==> config.mk <==
export PLATFORM = sky130hd
export DESIGN_NAME = serial_subtractor
export DESIGN_NICKNAME = d
export VERILOG_FILES = /design/src/rtl/serial_subtractor.sv
export SDC_FILE = /design/constraint.sdc
export NUM_CORES = 1
export LEC_CHECK = 0
export CORE_ASPECT_RATIO = 1.2
export CORE_MARGIN = 1
export CORE_UTILIZATION = 35
export DETAILED_ROUTE_END_ITERATION = 10
export PLACE_DENSITY = 0.66
export SYNTH_ARGS = -nofsm -noshare
export SYNTH_HDL_FRONTEND = slang
export SYNTH_SLANG_ARGS = --single-unit
==> constraint.sdc <==
create_clock -name clk -period 3.7 [get_ports clk]
set_input_delay 0.555 -clock clk [delete_from_list [all_inputs] [get_ports clk]]
set_output_delay 0.555 -clock clk [all_outputs]
set_load 0.005 [all_outputs]
==> src/rtl/serial_subtractor.sv <==
// Bit-serial two's-complement subtractor: diff = a - b - bin, LSB first,
// one full-subtractor cell plus a borrow flop, valid/ready on both sides.
module serial_subtractor #(
   parameter int unsigned WIDTH = 4
) (
   input  logic             clk,
   input  logic             rst_n,
   input  logic             in_valid,
   output logic             in_ready,
   input  logic [WIDTH-1:0] a,
   input  logic [WIDTH-1:0] b,
   input  logic             bin,
   output logic             out_valid,
   input  logic             out_ready,
   output logic [WIDTH-1:0] diff,
   output logic             bout,
   output logic             ovf,
   output logic             zero,
   output logic             busy
);

   localparam int unsigned CW = $clog2(WIDTH);

   typedef enum logic [1:0] {
      IDLE,
      CALC,
      DONE
   } state_t;

   state_t           state_q;
   logic [WIDTH-1:0] a_q, b_q, res_q, diff_q;
   logic [CW-1:0]    cnt_q;
   logic             br_q, bout_q, ovf_q, zero_q;

   logic             a_bit, b_bit, d_bit, br_d, last_bit;
   logic [WIDTH-1:0] res_d;

   always_comb begin
      a_bit    = a_q[0];
      b_bit    = b_q[0];
      d_bit    = a_bit ^ b_bit ^ br_q;
      br_d     = (~a_bit & b_bit) | (~(a_bit ^ b_bit) & br_q);
      res_d    = {d_bit, res_q[WIDTH-1:1]};
      last_bit = (cnt_q == CW'(WIDTH - 1));
   end

   always_ff @(posedge clk or negedge rst_n) begin
      if (!rst_n) begin
         state_q <= IDLE;
         a_q     <= '0;
         b_q     <= '0;
         res_q   <= '0;
         cnt_q   <= '0;
         br_q    <= 1'b0;
         diff_q  <= '0;
         bout_q  <= 1'b0;
         ovf_q   <= 1'b0;
         zero_q  <= 1'b0;
      end else begin
         case (state_q)
            IDLE: begin
               if (in_valid) begin
                  a_q     <= a;
                  b_q     <= b;
                  br_q    <= bin;
                  cnt_q   <= '0;
                  state_q <= CALC;
               end
            end
            CALC: begin
               a_q   <= a_q >> 1;
               b_q   <= b_q >> 1;
               br_q  <= br_d;
               res_q <= res_d;
               cnt_q <= cnt_q + CW'(1);
               // Result flags are captured from the bit being shifted in on the last edge.
               if (last_bit) begin
                  diff_q  <= res_d;
                  bout_q  <= br_d;
                  ovf_q   <= br_q ^ br_d;
                  zero_q  <= (res_d == '0);
                  state_q <= DONE;
               end
            end
            DONE: begin
               if (out_ready) state_q <= IDLE;
            end
            default: state_q <= IDLE;
         endcase
      end
   end

   assign in_ready  = (state_q == IDLE);
   assign out_valid = (state_q == DONE);
   assign busy      = (state_q != IDLE);
   assign diff      = diff_q;
   assign bout      = bout_q;
   assign ovf       = ovf_q;
   assign zero      = zero_q;

endmodule

**Yosys cells after proc, flatten, opt, wreduce, memory -nomap -nowiden**

Cells that the tools add are included.

- Add/subtract/negate cells: 1
- Reduce and logical (&&, ||, !) cells: 7
- Mux-type cells: 12
- Equality and inequality tests: 6
- Bitwise logic cells: 8

Operators by type and width:

| operator | count |
|---|---|
| case mux 4 bit (2 select lines) | 2 |
| two-way mux 2 bit | 4 |
| two-way mux 4 bit | 2 |
| case mux 2 bit (3 select lines) | 1 |
| equality test 2 bit, second input constant | 2 |
| zero test 4 bit | 1 |
| inequality test 2 bit, second input constant | 2 |
| case mux 2 bit (2 select lines) | 1 |
| AND reduction 2 bit | 2 |
| nonzero test 2 bit | 2 |
| AND reduction 3 bit | 1 |
| XOR 1 bit | 3 |
| adder 2 x 1 -> 2 bit, second input constant | 1 |
| AND 1 bit | 2 |
| equality test 2 x 1 -> 1 bit, second input constant | 1 |
| zero test 2 bit | 1 |
| inequality test 2 x 1 -> 1 bit, second input constant | 1 |
| inverter 1 bit | 2 |
| case mux 1 bit (2 select lines) | 1 |
| two-way mux 1 bit | 1 |
| OR 1 bit | 1 |

- Logic and storage cells: 44
- Bits of input ports: 13
- Output and inout port bits: 10
- Flip-flop bits (word level): 24

**Longest topological paths before layout**

- Word-level depth: 5
- Mapped depth: 5
- Gate-level depth less buffers: 5

**Worst setup path after synthesis**

OpenSTA, ideal clock, no wires.

- Kind: reg-to-reg
- Start: register a_q[0]
- End: register zero_q, in the netlist zero
- Data required time: 3.624 ns
- Path slack: 2.172 ns
- Data arrival time: 1.452 ns
- Period minus slack after synthesis: 1.528 ns
- Library setup time: 0.076 ns
- Cell stages (with the launch flop): 4
- Buffers on the path: 0
- Path through: dfrtp_1 -> fa_1 -> or4_1 -> o21ai_1

- Word-level cells in the longest chain between the ends: 3

RTL lines:

| what | line | source |
|---|---|---|
| from (decl) | 31 | `logic [WIDTH-1:0] a_q, b_q, res_q, diff_q;` |
| from (signal assigned) | 71 | `a_q <= a_q >> 1;` |
| XOR 1 bit (2 in series) | 41 | `d_bit = a_bit ^ b_bit ^ br_q;` |
| via d_bit | 35 | `logic a_bit, b_bit, d_bit, br_d, last_bit;` |
| zero test 4 bit | 81 | `zero_q <= (res_d == '0);` |
| to (signal assigned) | 81 |  |
| to (decl) | 33 | `logic br_q, bout_q, ovf_q, zero_q;` |

The timed path passes the listed nets, and every way through them passes these cells.
A chain may end at the register's enable or synchronous reset.

**Worst setup path after layout**

- Start: register state_q[0]
- End: output busy

- Word-level cells in the longest chain between the ends: 1

RTL lines:

| what | line | source |
|---|---|---|
| from (decl) | 30 | `state_t state_q;` |
| from (signal assigned) | 49 | `state_q <= IDLE;` |
| from (signal assigned) | 67 | `state_q <= CALC;` |
| from (signal assigned) | 82 | `state_q <= DONE;` |
| nonzero test 2 bit | 95 | `assign busy = (state_q != IDLE);` |
| to (decl) | 19 | `output logic busy` |

No other way between the ends.

==> metrics.csv <==
metric;value;unit
diode count;0;
WL final;1929;µm
Worst Path Required;3140;ps
Reg2Reg Depth;4;
Slew headroom;33.78;%
Rows;21;
Critical R2R Launch;b_q[0];
GRT overflow;0;
final hold viol count;0;
max incr delay on CP;590;ps
post-route setup TNS;0;ps
critical path launch point;state_q[0];
H-tree levels;1;
I/O Buffers;22;
f_max;407.6;MHz
Yosys warning count;0;
delay-heaviest family, CP;buffers and inverters;
crit path to;busy;
CTS Sinks;23;
Ports;23;
synthesized area per cell;11.31;µm²
Peak VDD IR;0.4624;mV
Core Util, Final;45.87;%
HP Class;flop to flop;
Post-CTS Hold Fix Bufs;0;
sequential share of the synthesized area;53.55;%
crit path cell chain;clkinv_1 > nand2_1 > clkdlybuf4s50_1;
WL met2;992;µm
post-CTS resize count;0;
Slew @ Worst Pin;990.2;ps
Worst Path Arrival;1900;ps
Leakage;0.0005789;µW
Post-Syn Area;1075;µm²
first-pass GRT wire length;3394;µm
vias in the first global route;788;
RSZ-0062 raised after global routing;no;
Antenna Nets Post-Route;0;
CTS tree;done;
top sig layer;met4;
CP max FO;9;
syn nets;110;
CTS Buf Count;3;
DRC Markers;0;
Seq cells post-synth;23;
max-slew violation count;0;
Syn-to-layout area delta;22.24;%
CP bufs+invs;2;
Synth Instances;95;
post-DR wirelength/cell;12.95;µm
CTS clk-pin slew, worst paths;130;ps
Startpoint Class;flop;
Reg2Reg Capture Point;zero;
DRT iter0 DRCs;23;
Cell Pwr Density;827.5;nW/µm²
Final Net Count;131;
WS Path Type;flop to primary output;
min Tclk post-route;2453;ps
WL met1;859;µm
Netlist cell types;24;
largest net degree at the start of global routing;24;
post-route clock skew;10.36;ps
initial antenna violation count;0;
CP max stage cell;dfrtp_1;
Hold Path Depth;2;
max_cap viols;0;
dpl hpwl;1440;µm
postcts setup bufs;0;
Worst setup EP type;primary output;
die span in x;52.59;µm
Die ar.;3297;µm²
Starting Density;37.53;%
gpl congestion;0.8031;
Skew-Pair Late Insertion Delay;300;ps
worst reg-to-reg setup slack;2070;ps
Detailed Routing Iterations Pass 1;4;
CTS Root Cell;clkbuf_4;
Die Height;62.71;µm
instance count on the critical path;3;
vias;753;
Tot GR Track Use;13.73;%
ratio of final minimum period to clock period;66.31;%
routed wl met3;58;µm
layout cell share with drive strength beyond 1;12.17;%
Via density;5.054;
Max Root-Sink Buffers;2;
CORE AREA;2864;µm²
final setup fails;0;
status;complete, no violations;
==> worst min-delay path, cell delays in order (launching register included) <==
cell	delay (ps)
dfrtp_1	360
nand2_1	50
o21ai_0	60
==> synth_stat cells <==
cell type | number | area (µm²)
o31ai_1 | 1 | 7.510
o21ai_1 | 1 | 5.000
nand2b_1 | 1 | 6.260
mux2_4 | 4 | 60.06
o21ai_0 | 10 | 50.05
nand3b_4 | 1 | 20.02
buf_6 | 3 | 33.78
ha_1 | 1 | 12.51
and2b_2 | 1 | 8.760
xor2_1 | 1 | 8.760
nand2_1 | 6 | 22.52
or4_1 | 1 | 7.510
inv_1 | 5 | 18.77
dfrtp_1 | 23 | 575.6
buf_4 | 1 | 7.510
o22ai_1 | 14 | 87.58
nor2b_1 | 1 | 6.260
nor2_1 | 3 | 11.26
mux2_2 | 3 | 33.78
fa_1 | 1 | 20.02
buf_2 | 2 | 10.01
clkinv_1 | 2 | 7.510
nand2b_4 | 1 | 13.76
a21oi_1 | 8 | 40.04
==> cell families after synthesis <==
| group | after synthesis | share of synthesized area [%] |
|---|---|---|
| xor gates and xnor gates | 1 | 0.8150 |
| DFF | 23 | 53.55 |
| and+or+nand+nor | 15 | 8.965 |
| adders and majority gates | 2 | 3.027 |
| AOI/OAI and AO/OA | 34 | 17.69 |
| muxes | 7 | 8.731 |
| buffers and inverters | 13 | 7.218 |
==> per-stage QoR <==
step	setup slack [ps]	cell area [µm²]	cells	total power, µW	hold slack, ps
2_1_floorplan	2172	1075	95	827.8	259.4
3_3_place_gp	1662	1286	145	973.5	464.9
3_5_place_dp	1586	1286	145	993.0	469.9
4_1_cts	1207	1314	149	1106	501.2
5_1_grt	1131	1314	149	1181	538.8
6_report	1247	1314	149	1087	492.0
==> power breakdown <==
part | total [µW] | internal, µW | switching (µW)
clock | 112 | 40.2 | 71.6
combinational | 498 | 287 | 210
sequential | 477 | 373 | 105
total | 1090 | 701 | 387
==> how the worst min path moves through the flow <==
stage / from / endpoint / slack (ps)
global route: bout / bout / 540
detailed placement: bout / bout / 470
global placement: ovf / ovf / 460
CTS: bout / bout / 500
finish: bout / bout / 490
floorplan: rst_n / a_q[0] / 260
==> cell type report <==
class                           count  area (µm²)
Inverter                            7       26.28
Sequential cell                    23       575.6
Clock buffer                        3       22.52
Clock inverter                      1       5.005
Timing Repair Buffer               22       220.2
Fill cell                         268        1550
Tap cell                           34       42.54
Multi-Input combinational cell     59       421.7
==> per-layer routing <==
metal  up-vias  global-route usage, %
met3         2                  2.920
met2        15                  21.99
met5         -                      0
met4         0                  4.934
met1       358                  17.87
li1        378                      -
==> placed cells by master (no fill, tap or decap), drive strengths merged, types with 2 or more instances in the layout <==
| cell | instances |
|---|---|
| clkbuf | 3 |
| dfrtp | 23 |
| o21ai | 11 |
| mux2 | 7 |
| inv | 5 |
| clkinv | 3 |
| o22ai | 14 |
| clkdlybuf4s50 | 22 |
| nand2 | 6 |
| nand2b | 2 |
| nor2 | 3 |
| a21oi | 8 |
==> registers in the layout, indices dropped and copies added, names as in the netlist <==
name	flops
a_q	4
b_q	4
bout	1
br_q	1
cnt_q	2
diff	4
ovf	1
res_q	3
state_q	2
zero	1
Note: power is estimated with default switching activity, not from simulation.
